File: src/rtl/mem_port_arbiter_pkg.sv
// Shared constants and helpers for the unified memory port arbiter.
// State encoding, requester IDs and default sizing live here.
package mem_port_arbiter_pkg;

   localparam int DEF_WIDTH      = 32;
   localparam int DEF_STARVE_MAX = 4;

   typedef enum logic [1:0] {
      ST_IDLE    = 2'd0,
      ST_IF_WAIT = 2'd1,
      ST_D_WAIT  = 2'd2
   } arbStateT;

   localparam logic REQ_IF = 1'b0;
   localparam logic REQ_D  = 1'b1;

   function automatic logic [3:0] satInc(
      input logic [3:0] cnt,
      input logic [3:0] lim
   );
      return (cnt >= lim) ? lim : cnt + 4'd1;
   endfunction

endpackage

File: src/rtl/mem_port_arbiter_if.sv
// Bundle of fetch, data and memory handshakes around the arbiter.
// master is the arbiter view, slave is the surrounding core/memory.
interface mem_port_arbiter_if #(
   parameter int WIDTH = 32
);

   logic             if_req;
   logic [WIDTH-1:0] if_addr;
   logic [WIDTH-1:0] if_rdata;
   logic             if_ack;

   logic             d_req;
   logic             d_we;
   logic [WIDTH-1:0] d_addr;
   logic [WIDTH-1:0] d_wdata;
   logic [WIDTH-1:0] d_rdata;
   logic             d_ack;

   logic             mem_req;
   logic             mem_we;
   logic [WIDTH-1:0] mem_addr;
   logic [WIDTH-1:0] mem_wdata;
   logic [WIDTH-1:0] mem_rdata;
   logic             mem_ready;

   logic             stall;
   logic             busy;

   modport master (
      input  if_req, if_addr,
      output if_rdata, if_ack,
      input  d_req, d_we, d_addr, d_wdata,
      output d_rdata, d_ack,
      output mem_req, mem_we, mem_addr, mem_wdata,
      input  mem_rdata, mem_ready,
      output stall, busy
   );

   modport slave (
      output if_req, if_addr,
      input  if_rdata, if_ack,
      output d_req, d_we, d_addr, d_wdata,
      input  d_rdata, d_ack,
      input  mem_req, mem_we, mem_addr, mem_wdata,
      output mem_rdata, mem_ready,
      input  stall, busy
   );

endinterface

File: src/rtl/mem_port_arbiter_pick.sv
// Combinational grant selection between fetch and data requesters.
// Data wins unless fetch has been passed over STARVE_MAX times.
module mem_arb_pick
   import mem_port_arbiter_pkg::*;
#(
   parameter int STARVE_MAX = DEF_STARVE_MAX
) (
   input  logic       ifReq,
   input  logic       dReq,
   input  logic       ifMask,
   input  logic       dMask,
   input  logic [3:0] starveCnt,
   output logic       grantValid,
   output logic       grantId
);

   logic ifLive;
   logic dLive;
   logic forceIf;

   // A requester acked this cycle still shows its old req; ignore it.
   assign ifLive  = ifReq & ~ifMask;
   assign dLive   = dReq & ~dMask;
   assign forceIf = ifLive && (starveCnt == 4'(STARVE_MAX));

   always_comb begin
      grantValid = ifLive | dLive;
      grantId    = REQ_IF;
      unique case (1'b1)
         forceIf:           grantId = REQ_IF;
         dLive && !forceIf: grantId = REQ_D;
         default:           grantId = REQ_IF;
      endcase
   end

endmodule

File: src/rtl/mem_port_arbiter.sv
// Shares one memory port between instruction fetch and load/store.
// One transaction at a time, one-cycle ack, combinational stall.
module mem_port_arbiter
   import mem_port_arbiter_pkg::*;
#(
   parameter int WIDTH      = DEF_WIDTH,
   parameter int STARVE_MAX = DEF_STARVE_MAX
) (
   input logic                clk,
   input logic                reset,
   mem_port_arbiter_if.master bus
);

   arbStateT         state;
   logic [3:0]       starveCnt;
   logic             grantValid;
   logic             grantId;

   logic             memReqQ;
   logic             memWeQ;
   logic [WIDTH-1:0] memAddrQ;
   logic [WIDTH-1:0] memWdataQ;
   logic             ifAckQ;
   logic [WIDTH-1:0] ifRdataQ;
   logic             dAckQ;
   logic [WIDTH-1:0] dRdataQ;
   logic             busyQ;

   mem_arb_pick #(
      .STARVE_MAX (STARVE_MAX)
   ) uPick (
      .ifReq      (bus.if_req),
      .dReq       (bus.d_req),
      .ifMask     (ifAckQ),
      .dMask      (dAckQ),
      .starveCnt  (starveCnt),
      .grantValid (grantValid),
      .grantId    (grantId)
   );

   always_ff @(posedge clk) begin
      if (!reset) begin
         state     <= ST_IDLE;
         starveCnt <= '0;
         memReqQ   <= 1'b0;
         memWeQ    <= 1'b0;
         memAddrQ  <= '0;
         memWdataQ <= '0;
         ifAckQ    <= 1'b0;
         ifRdataQ  <= '0;
         dAckQ     <= 1'b0;
         dRdataQ   <= '0;
         busyQ     <= 1'b0;
      end else begin
         ifAckQ <= 1'b0;
         dAckQ  <= 1'b0;
         unique case (state)
            ST_IDLE: begin
               if (!bus.if_req)
                  starveCnt <= '0;
               if (grantValid) begin
                  memReqQ <= 1'b1;
                  busyQ   <= 1'b1;
                  if (grantId == REQ_D) begin
                     memWeQ    <= bus.d_we;
                     memAddrQ  <= bus.d_addr;
                     memWdataQ <= bus.d_wdata;
                     state     <= ST_D_WAIT;
                     // Only a D grant that bypasses a waiting fetch counts.
                     if (bus.if_req)
                        starveCnt <= satInc(starveCnt, 4'(STARVE_MAX));
                  end else begin
                     memWeQ    <= 1'b0;
                     memAddrQ  <= bus.if_addr;
                     memWdataQ <= '0;
                     state     <= ST_IF_WAIT;
                     starveCnt <= '0;
                  end
               end
            end
            ST_IF_WAIT: begin
               if (bus.mem_ready) begin
                  memReqQ  <= 1'b0;
                  busyQ    <= 1'b0;
                  ifAckQ   <= 1'b1;
                  ifRdataQ <= bus.mem_rdata;
                  state    <= ST_IDLE;
               end
            end
            ST_D_WAIT: begin
               if (bus.mem_ready) begin
                  memReqQ <= 1'b0;
                  busyQ   <= 1'b0;
                  dAckQ   <= 1'b1;
                  // Stores leave the last load value in place.
                  if (!memWeQ)
                     dRdataQ <= bus.mem_rdata;
                  state   <= ST_IDLE;
               end
            end
            default: begin
               memReqQ <= 1'b0;
               busyQ   <= 1'b0;
               state   <= ST_IDLE;
            end
         endcase
      end
   end

   assign bus.mem_req   = memReqQ;
   assign bus.mem_we    = memWeQ;
   assign bus.mem_addr  = memAddrQ;
   assign bus.mem_wdata = memWdataQ;
   assign bus.if_ack    = ifAckQ;
   assign bus.if_rdata  = ifRdataQ;
   assign bus.d_ack     = dAckQ;
   assign bus.d_rdata   = dRdataQ;
   assign bus.busy      = busyQ;
   assign bus.stall     = (bus.if_req & ~ifAckQ) | (bus.d_req & ~dAckQ);

endmodule

File: src/flat_wrapper.sv
// flat-port wrapper written by rule: the top's interface ports become plain ports
module mem_port_arbiter_flat import mem_port_arbiter_pkg::*;
#(
   parameter int WIDTH      = DEF_WIDTH,
   parameter int STARVE_MAX = DEF_STARVE_MAX
)
  (clk, reset, bus_if_req, bus_if_addr, bus_if_rdata, bus_if_ack, bus_d_req, bus_d_we, bus_d_addr, bus_d_wdata, bus_d_rdata, bus_d_ack, bus_mem_req, bus_mem_we, bus_mem_addr, bus_mem_wdata, bus_mem_rdata, bus_mem_ready, bus_stall, bus_busy);
  mem_port_arbiter_if #(.WIDTH(WIDTH)) bus_i ();
  input logic clk;
  input logic reset;
  input wire logic [$bits(bus_i.if_req)-1:0] bus_if_req;
  input wire logic [$bits(bus_i.if_addr)-1:0] bus_if_addr;
  output wire logic [$bits(bus_i.if_rdata)-1:0] bus_if_rdata;
  output wire logic [$bits(bus_i.if_ack)-1:0] bus_if_ack;
  input wire logic [$bits(bus_i.d_req)-1:0] bus_d_req;
  input wire logic [$bits(bus_i.d_we)-1:0] bus_d_we;
  input wire logic [$bits(bus_i.d_addr)-1:0] bus_d_addr;
  input wire logic [$bits(bus_i.d_wdata)-1:0] bus_d_wdata;
  output wire logic [$bits(bus_i.d_rdata)-1:0] bus_d_rdata;
  output wire logic [$bits(bus_i.d_ack)-1:0] bus_d_ack;
  output wire logic [$bits(bus_i.mem_req)-1:0] bus_mem_req;
  output wire logic [$bits(bus_i.mem_we)-1:0] bus_mem_we;
  output wire logic [$bits(bus_i.mem_addr)-1:0] bus_mem_addr;
  output wire logic [$bits(bus_i.mem_wdata)-1:0] bus_mem_wdata;
  input wire logic [$bits(bus_i.mem_rdata)-1:0] bus_mem_rdata;
  input wire logic [$bits(bus_i.mem_ready)-1:0] bus_mem_ready;
  output wire logic [$bits(bus_i.stall)-1:0] bus_stall;
  output wire logic [$bits(bus_i.busy)-1:0] bus_busy;
  assign bus_i.if_req = bus_if_req;
  assign bus_i.if_addr = bus_if_addr;
  assign bus_if_rdata = bus_i.if_rdata;
  assign bus_if_ack = bus_i.if_ack;
  assign bus_i.d_req = bus_d_req;
  assign bus_i.d_we = bus_d_we;
  assign bus_i.d_addr = bus_d_addr;
  assign bus_i.d_wdata = bus_d_wdata;
  assign bus_d_rdata = bus_i.d_rdata;
  assign bus_d_ack = bus_i.d_ack;
  assign bus_mem_req = bus_i.mem_req;
  assign bus_mem_we = bus_i.mem_we;
  assign bus_mem_addr = bus_i.mem_addr;
  assign bus_mem_wdata = bus_i.mem_wdata;
  assign bus_i.mem_rdata = bus_mem_rdata;
  assign bus_i.mem_ready = bus_mem_ready;
  assign bus_stall = bus_i.stall;
  assign bus_busy = bus_i.busy;
  mem_port_arbiter #(.WIDTH(WIDTH), .STARVE_MAX(STARVE_MAX)) u_core (.clk(clk), .reset(reset), .bus(bus_i));
endmodule
File: config.mk
export PLATFORM = sky130hd
export DESIGN_NAME = mem_port_arbiter_flat
export DESIGN_NICKNAME = d
export VERILOG_FILES = /design/src/rtl/mem_port_arbiter_pkg.sv /design/src/rtl/mem_port_arbiter_if.sv /design/src/rtl/mem_port_arbiter_pick.sv /design/src/rtl/mem_port_arbiter.sv /design/src/flat_wrapper.sv
export SDC_FILE = /design/constraint.sdc
export NUM_CORES = 1
export LEC_CHECK = 0
export ABC_AREA = 0
export BUFFER_PORTS_ARGS = -buffer_cell sky130_fd_sc_hd__buf_2
export CAP_MARGIN = 20
export CORE_MARGIN = 2
export CORE_UTILIZATION = 25
export CTS_CLUSTER_SIZE = 28
export DETAILED_ROUTE_END_ITERATION = 10
export GPL_ROUTABILITY_DRIVEN = 0
export PLACE_DENSITY_LB_ADDON = 0.25
export SETUP_SLACK_MARGIN = 0.1
export SLEW_MARGIN = 20
export SYNTH_ARGS = -nofsm -noshare
export SYNTH_HDL_FRONTEND = slang
export SYNTH_SLANG_ARGS = --single-unit
File: constraint.sdc
create_clock -name clk -period 2.1 [get_ports clk]
set_input_delay 0.21 -clock clk [delete_from_list [all_inputs] [get_ports clk]]
set_output_delay 0.21 -clock clk [all_outputs]
set_load 0.005 [all_outputs]
* Word-level counts from Yosys, hierarchy flattened
Index checks and enable logic that the tools add are counted.
** Storage, ports and cells
- Output and inout port bits :: 134
- Register bits :: 138
** Operators by class
- Add/subtract/negate cells :: 1
- Bitwise logic cells :: 6
- Order comparisons :: 1
- Multiplexer cells :: 17
- Reduce and logical (&&, ||, !) cells :: 11
- Eq/ne operators :: 5
** Operators with widths (count)
- $mux W32 :: 2
- $mux W4 :: 5
- $reduce_and A2 Y1 :: 5
- $mux W2 :: 3
- $mux W1 :: 5
- $add A4 B1 Y4 const B :: 1
- $eq A4 B3 Y1 const B :: 1
- $ge A4 B3 Y1 const B :: 1
- $pmux W2 S2 :: 1
- $not A1 Y1 :: 3
- $reduce_and A3 Y1 :: 1
- $and A1 B1 Y1 :: 2
- $eq A2 B1 Y1 const B :: 1
- $eq A2 B2 Y1 const B :: 1
- $logic_and A1 B1 Y1 :: 2
- $logic_not A2 Y1 :: 1
- $ne A2 B1 Y1 const B :: 1
- $ne A2 B2 Y1 const B :: 1
- $pmux W1 S2 :: 1
- $reduce_or A2 Y1 :: 1
- $logic_not A1 Y1 :: 1
- $or A1 B1 Y1 :: 1

* Depth between registers and ports, before layout
- Depth in word-level cells :: 9
- Mapped depth :: 8

* Cells and area by module
A second synthesis with hierarchy kept.
** Unflattened totals
- Cell total of the unflattened synthesis :: 629
- Area, all modules :: 5906.9 um^2
** Modules (own cells, without submodules)
- mem_port_arbiter :: area an instance 5866.9 um^2, cells each 623, instances 1, seq. area each 2762.6 um^2
- mem_arb_pick :: area an instance 40.0 um^2, cells each 6, instances 1, seq. area each 0.0 um^2

* Worst setup path before layout
Ideal clock, no wire load.
- Path type :: reg2reg
- From :: register u_core.state[1]
- To :: register u_core.memAddrQ[0] (netlist: u_core.bus.mem_addr[0])
- Stages on the path, launching flop included :: 9
- Path buffers :: 2
- Arrival time :: 1.515 ns
- Library setup time :: 0.119 ns
- Slack :: 0.466 ns
- Required time :: 1.981 ns
- Clock period less this slack :: 1.634 ns
- Cell sequence :: dfxtp_1 > inv_1 > ha_1 > buf_2 > and2_1 > o21ai_1 > clkbuf_1 > nand2_1 > o221a_2
** On the way
- Word-level cells in the longest chain between the ends :: 2
** RTL lines
- start, declared :: RTL line mem_port_arbiter.sv:14 : arbStateT state;
- start signal, assigned :: RTL line mem_port_arbiter.sv:43 : state <= ST_IDLE;
- start signal, assigned :: RTL line mem_port_arbiter.sv:68 : state <= ST_D_WAIT;
- start signal, assigned :: RTL line mem_port_arbiter.sv:76 : state <= ST_IF_WAIT;
- $logic_not A2 Y1 :: RTL line mem_port_arbiter.sv:57 : unique case (state)
- $reduce_and A2 Y1 (no source line)
- end signal, assigned :: RTL line mem_port_arbiter.sv:66 : memAddrQ <= bus.d_addr;
- end signal, assigned :: RTL line mem_port_arbiter.sv:74 : memAddrQ <= bus.if_addr;
- end, declared :: RTL line mem_port_arbiter.sv:21 : logic [WIDTH-1:0] memAddrQ;
Every way passes these cells.
A chain may end at the register's enable or synchronous reset.

* Final worst setup path
- From :: register u_core.state[0]
- To :: register u_core.memWdataQ[25] (netlist: u_core.bus.mem_wdata[25])
** On the way
- Word-level cells in the longest chain between the ends :: 2
** RTL lines
- $logic_not A2 Y1 :: RTL line mem_port_arbiter.sv:57
- $reduce_and A2 Y1 (no source line)
- end signal, assigned :: RTL line mem_port_arbiter.sv:67 : memWdataQ <= bus.d_wdata;
- end, declared :: RTL line mem_port_arbiter.sv:22 : logic [WIDTH-1:0] memWdataQ;
Every way passes these cells.

==> results.tsv <==
stage	metric	value	unit
synth	sequential area share after synthesis	55.0	%
final_layout	ant diodes	0	
pwr	static power due to leakage	3.59	nW
synth	number of cells produced by synthesis	557	
worst_setup_path	Crit. End Element	flop	
final_layout	final layout net count	978	
synth	synthesized area	0.00502	sq mm
final_layout	highest-count cells in the layout ignoring fill and taps	sky130_fd_sc_hd__buf_2, sky130_fd_sc_hd__nand2_1, sky130_fd_sc_hd__dfxtp_1, sky130_fd_sc_hd__a21oi_1	
cts	cell at the root of the clock tree	sky130_fd_sc_hd__clkbuf_16	
synth	number of flops mapped to enable cells by yosys	0	
worst_setup_path	critical setup path kind	flop to flop	
final_layout	commonest non-fill, non-tap cell in the layout	sky130_fd_sc_hd__buf_2	
cts	clock tree from TritonCTS	yes	
timing	total negative setup slack	0	ns
synth	Async S/R FF share, synth	0	%
grt	first-pass GRT wire length	25700	um
run_status	run status	finished, final reports clean	
floorplan	Core ar.	0.0196	sq mm
cts	clock-pin slew on the worst setup and hold paths	0.06	ns
timing	slew of the pin with the lowest slew margin	0.777	ns
routing	Via Count	4927	
routing	vias per cell	4.41	
timing	Max Freq	549	MHz
grt	via count of the first global-routing pass	4833	
grt	GRT Util Overall	14.9	%
timing	Max Slew Vio Count	0	
timing	RSZ-0062 raised after global routing	no	
routing	total detailed-routing wirelength	16300	um
floorplan	area of the die	0.0212	sq mm
cts	post-CTS setup buffer count	0	
worst_setup_path	Crit path arrival time	2.17	ns
synth	Post-Synthesis Mean Instance Area	9.01	sq um
timing	final worst clock skew	0.00891	ns
timing	Max-Slew Margin vs Limit	48.2	%
worst_setup_path	Worst setup SP type	flop	
final_layout	layout cells sized above 1	41.3	%
routing	Antenna Violating Nets Remaining	0	
routing	Detailed Routing Iterations Pass 1	5	
hold_path	hold crit path type	input pin to flop	
run	reported max-cap violation count	0	
grt	initial antenna violation count	0	
cts	CTS Buf Count	17	
timing	count of final hold-check violations	0	
placement	IO Port Bufs	267	
final_layout	layout-stage area growth over the synthesis result	50.8	%
floorplan	I/O pin total	268	
routing	average wire per standard cell	14.5	um
cts	largest buffer count on any clock path	2	
worst_setup_path	maximum fanout along the worst path	33	
synth	Distinct cells, synth	32	
pwr	worst-case vdd ir drop	0.000481	V
timing	crit share post-route	86.7	%
floorplan	initial cell density of the core	25.6	%
grt	maximum number of pins on one net before global-route repair	69	
cts	depth of the CTS H-tree	4	
pwr	power per cell area	1010	mW/mm^2
placement	post-detailed-placement half-perimeter wirelength	10600	um
pwr	Overall Power	7.63	mW
routing	Initial DRC Count	175	
cts	clk_lat worst skew	0.42	ns
timing	total setup violations reported at the end of the flow	0	
final_layout	Final Util	38.6	%
synth	synthesized flop and latch total	138	
worst_setup_path	Data required, critical path	2.45	ns
floorplan	die extent in y	146	um
routing	DRC Markers	0	
synth	synthesis warning total	0	
worst_setup_path	setup slack, reg-to-reg	0.28	ns
floorplan	Cell Rows	51	
synth	synthesized net count	696	
cts	Num Clock Sinks	138	
synth	flip-flop cell with the highest count after synthesis	sky130_fd_sc_hd__dfxtp_1	
grt	overall overflow remaining after global route	0	
floorplan	die width	146	um
timing	fin crit period	1.82	ns
-- registers in the layout, indices dropped and copies added (netlist names) --
register              count
u_core.bus.d_ack          1
u_core.state              2
u_core.bus.mem_wdata     32
u_core.bus.d_rdata       32
u_core.bus.mem_addr      32
u_core.bus.if_ack         1
u_core.bus.busy           1
u_core.bus.if_rdata      32
u_core.bus.mem_we         1
u_core.starveCnt          4
-- synth_stat cells (3+ instances only) --
| master | count | area (sq um) |
|---|---|---|
| sky130_fd_sc_hd__buf_6 | 4 | 45.0 |
| sky130_fd_sc_hd__dfxtp_1 | 138 | 2760 |
| sky130_fd_sc_hd__clkbuf_1 | 27 | 101 |
| sky130_fd_sc_hd__o221a_2 | 33 | 372 |
| sky130_fd_sc_hd__nor2_1 | 5 | 18.8 |
| sky130_fd_sc_hd__nand3_1 | 4 | 20.0 |
| sky130_fd_sc_hd__buf_1 | 3 | 11.3 |
| sky130_fd_sc_hd__buf_2 | 5 | 25.0 |
| sky130_fd_sc_hd__inv_1 | 5 | 18.8 |
| sky130_fd_sc_hd__ha_1 | 5 | 62.6 |
| sky130_fd_sc_hd__a21oi_1 | 67 | 335 |
| sky130_fd_sc_hd__nand2_1 | 199 | 747 |
| sky130_fd_sc_hd__buf_4 | 4 | 30.0 |
| sky130_fd_sc_hd__a22o_1 | 33 | 289 |
| sky130_fd_sc_hd__o21ai_0 | 4 | 20.0 |
-- cell families (layout without fill, tap and decap cells) --
logic type / count (synthesis) / count (layout) / synth area share, %
simple gates: 222 / 222 / 17.8
compound gates: 142 / 143 / 21.1
flops: 138 / 138 / 55.0
buf+inv: 50 / 344 / 4.76
fa+ha+maj: 5 / 5 / 1.25
-- area by class of cell --
cell class,instances,area (sq um)
clock buffer,19,453
clock inverter,13,236
fill,2026,12000
inverter,7,26.3
multi-input combinational,370,2040
sequential,138,2760
tap,265,332
timing repair buffer,305,1720
-- timing repair --
item                       4_1_cts  5_1_grt
hold buffers                    28        1
resized for setup                0        1
hold endpoints to repair        28        1
setup endpoints to repair        0       33
-- through the flow --
stage	std cells	instance area, sq um	worst slack [ns]	hold slack [ns]
6_report	1117	7570	0.279	0.0151
5_1_grt	1117	7570	0.144	0.00234
4_1_cts	1115	7540	0.139	0.00209
3_5_place_dp	1055	6570	0.175	0.422
3_3_place_gp	1055	6570	0.236	0.420
2_1_floorplan	557	5020	0.466	0.335
-- report_power, final --
part / internal (mW) / switching [mW] / leakage, nW
Combinational: 0.561 / 0.572 / 2.13
Sequential: 2.86 / 0.120 / 1.13
Clock: 2.31 / 1.21 / 0.335
Total: 5.73 / 1.90 / 3.59
-- worst max-delay path: stages, from the launching register on --
cell and delay, ns:
sky130_fd_sc_hd__dfxtp_1 0.31, sky130_fd_sc_hd__inv_1 0.09, sky130_fd_sc_hd__ha_1 0.34, sky130_fd_sc_hd__buf_4 0.22
sky130_fd_sc_hd__and2_1 0.19, sky130_fd_sc_hd__and2_4 0.40, sky130_fd_sc_hd__a22o_1 0.20
-- per-layer routing --
metal,wire length (um),up-vias,track usage [%],share of wire (%)
met4,229,0,5.25,1.4
met5,0,-,0,0
met1,7420,2272,18.5,46
met2,7570,169,24.5,47
li1,-,2471,-,-
met3,1040,15,4.70,6.4
-- final timing paths --
kind | depth (start not counted) | start | end
hold / removal | 2 | bus_d_wdata[21] | u_core.bus.mem_wdata[21]
setup / recovery | 6 | u_core.state[0] | u_core.bus.mem_wdata[25]
setup reg to reg | 6 | u_core.state[0] | u_core.bus.mem_wdata[25]
hold reg to reg | 2 | u_core.bus.d_rdata[0] | u_core.bus.d_rdata[0]
Note: power is estimated with default switching activity, not from simulation.
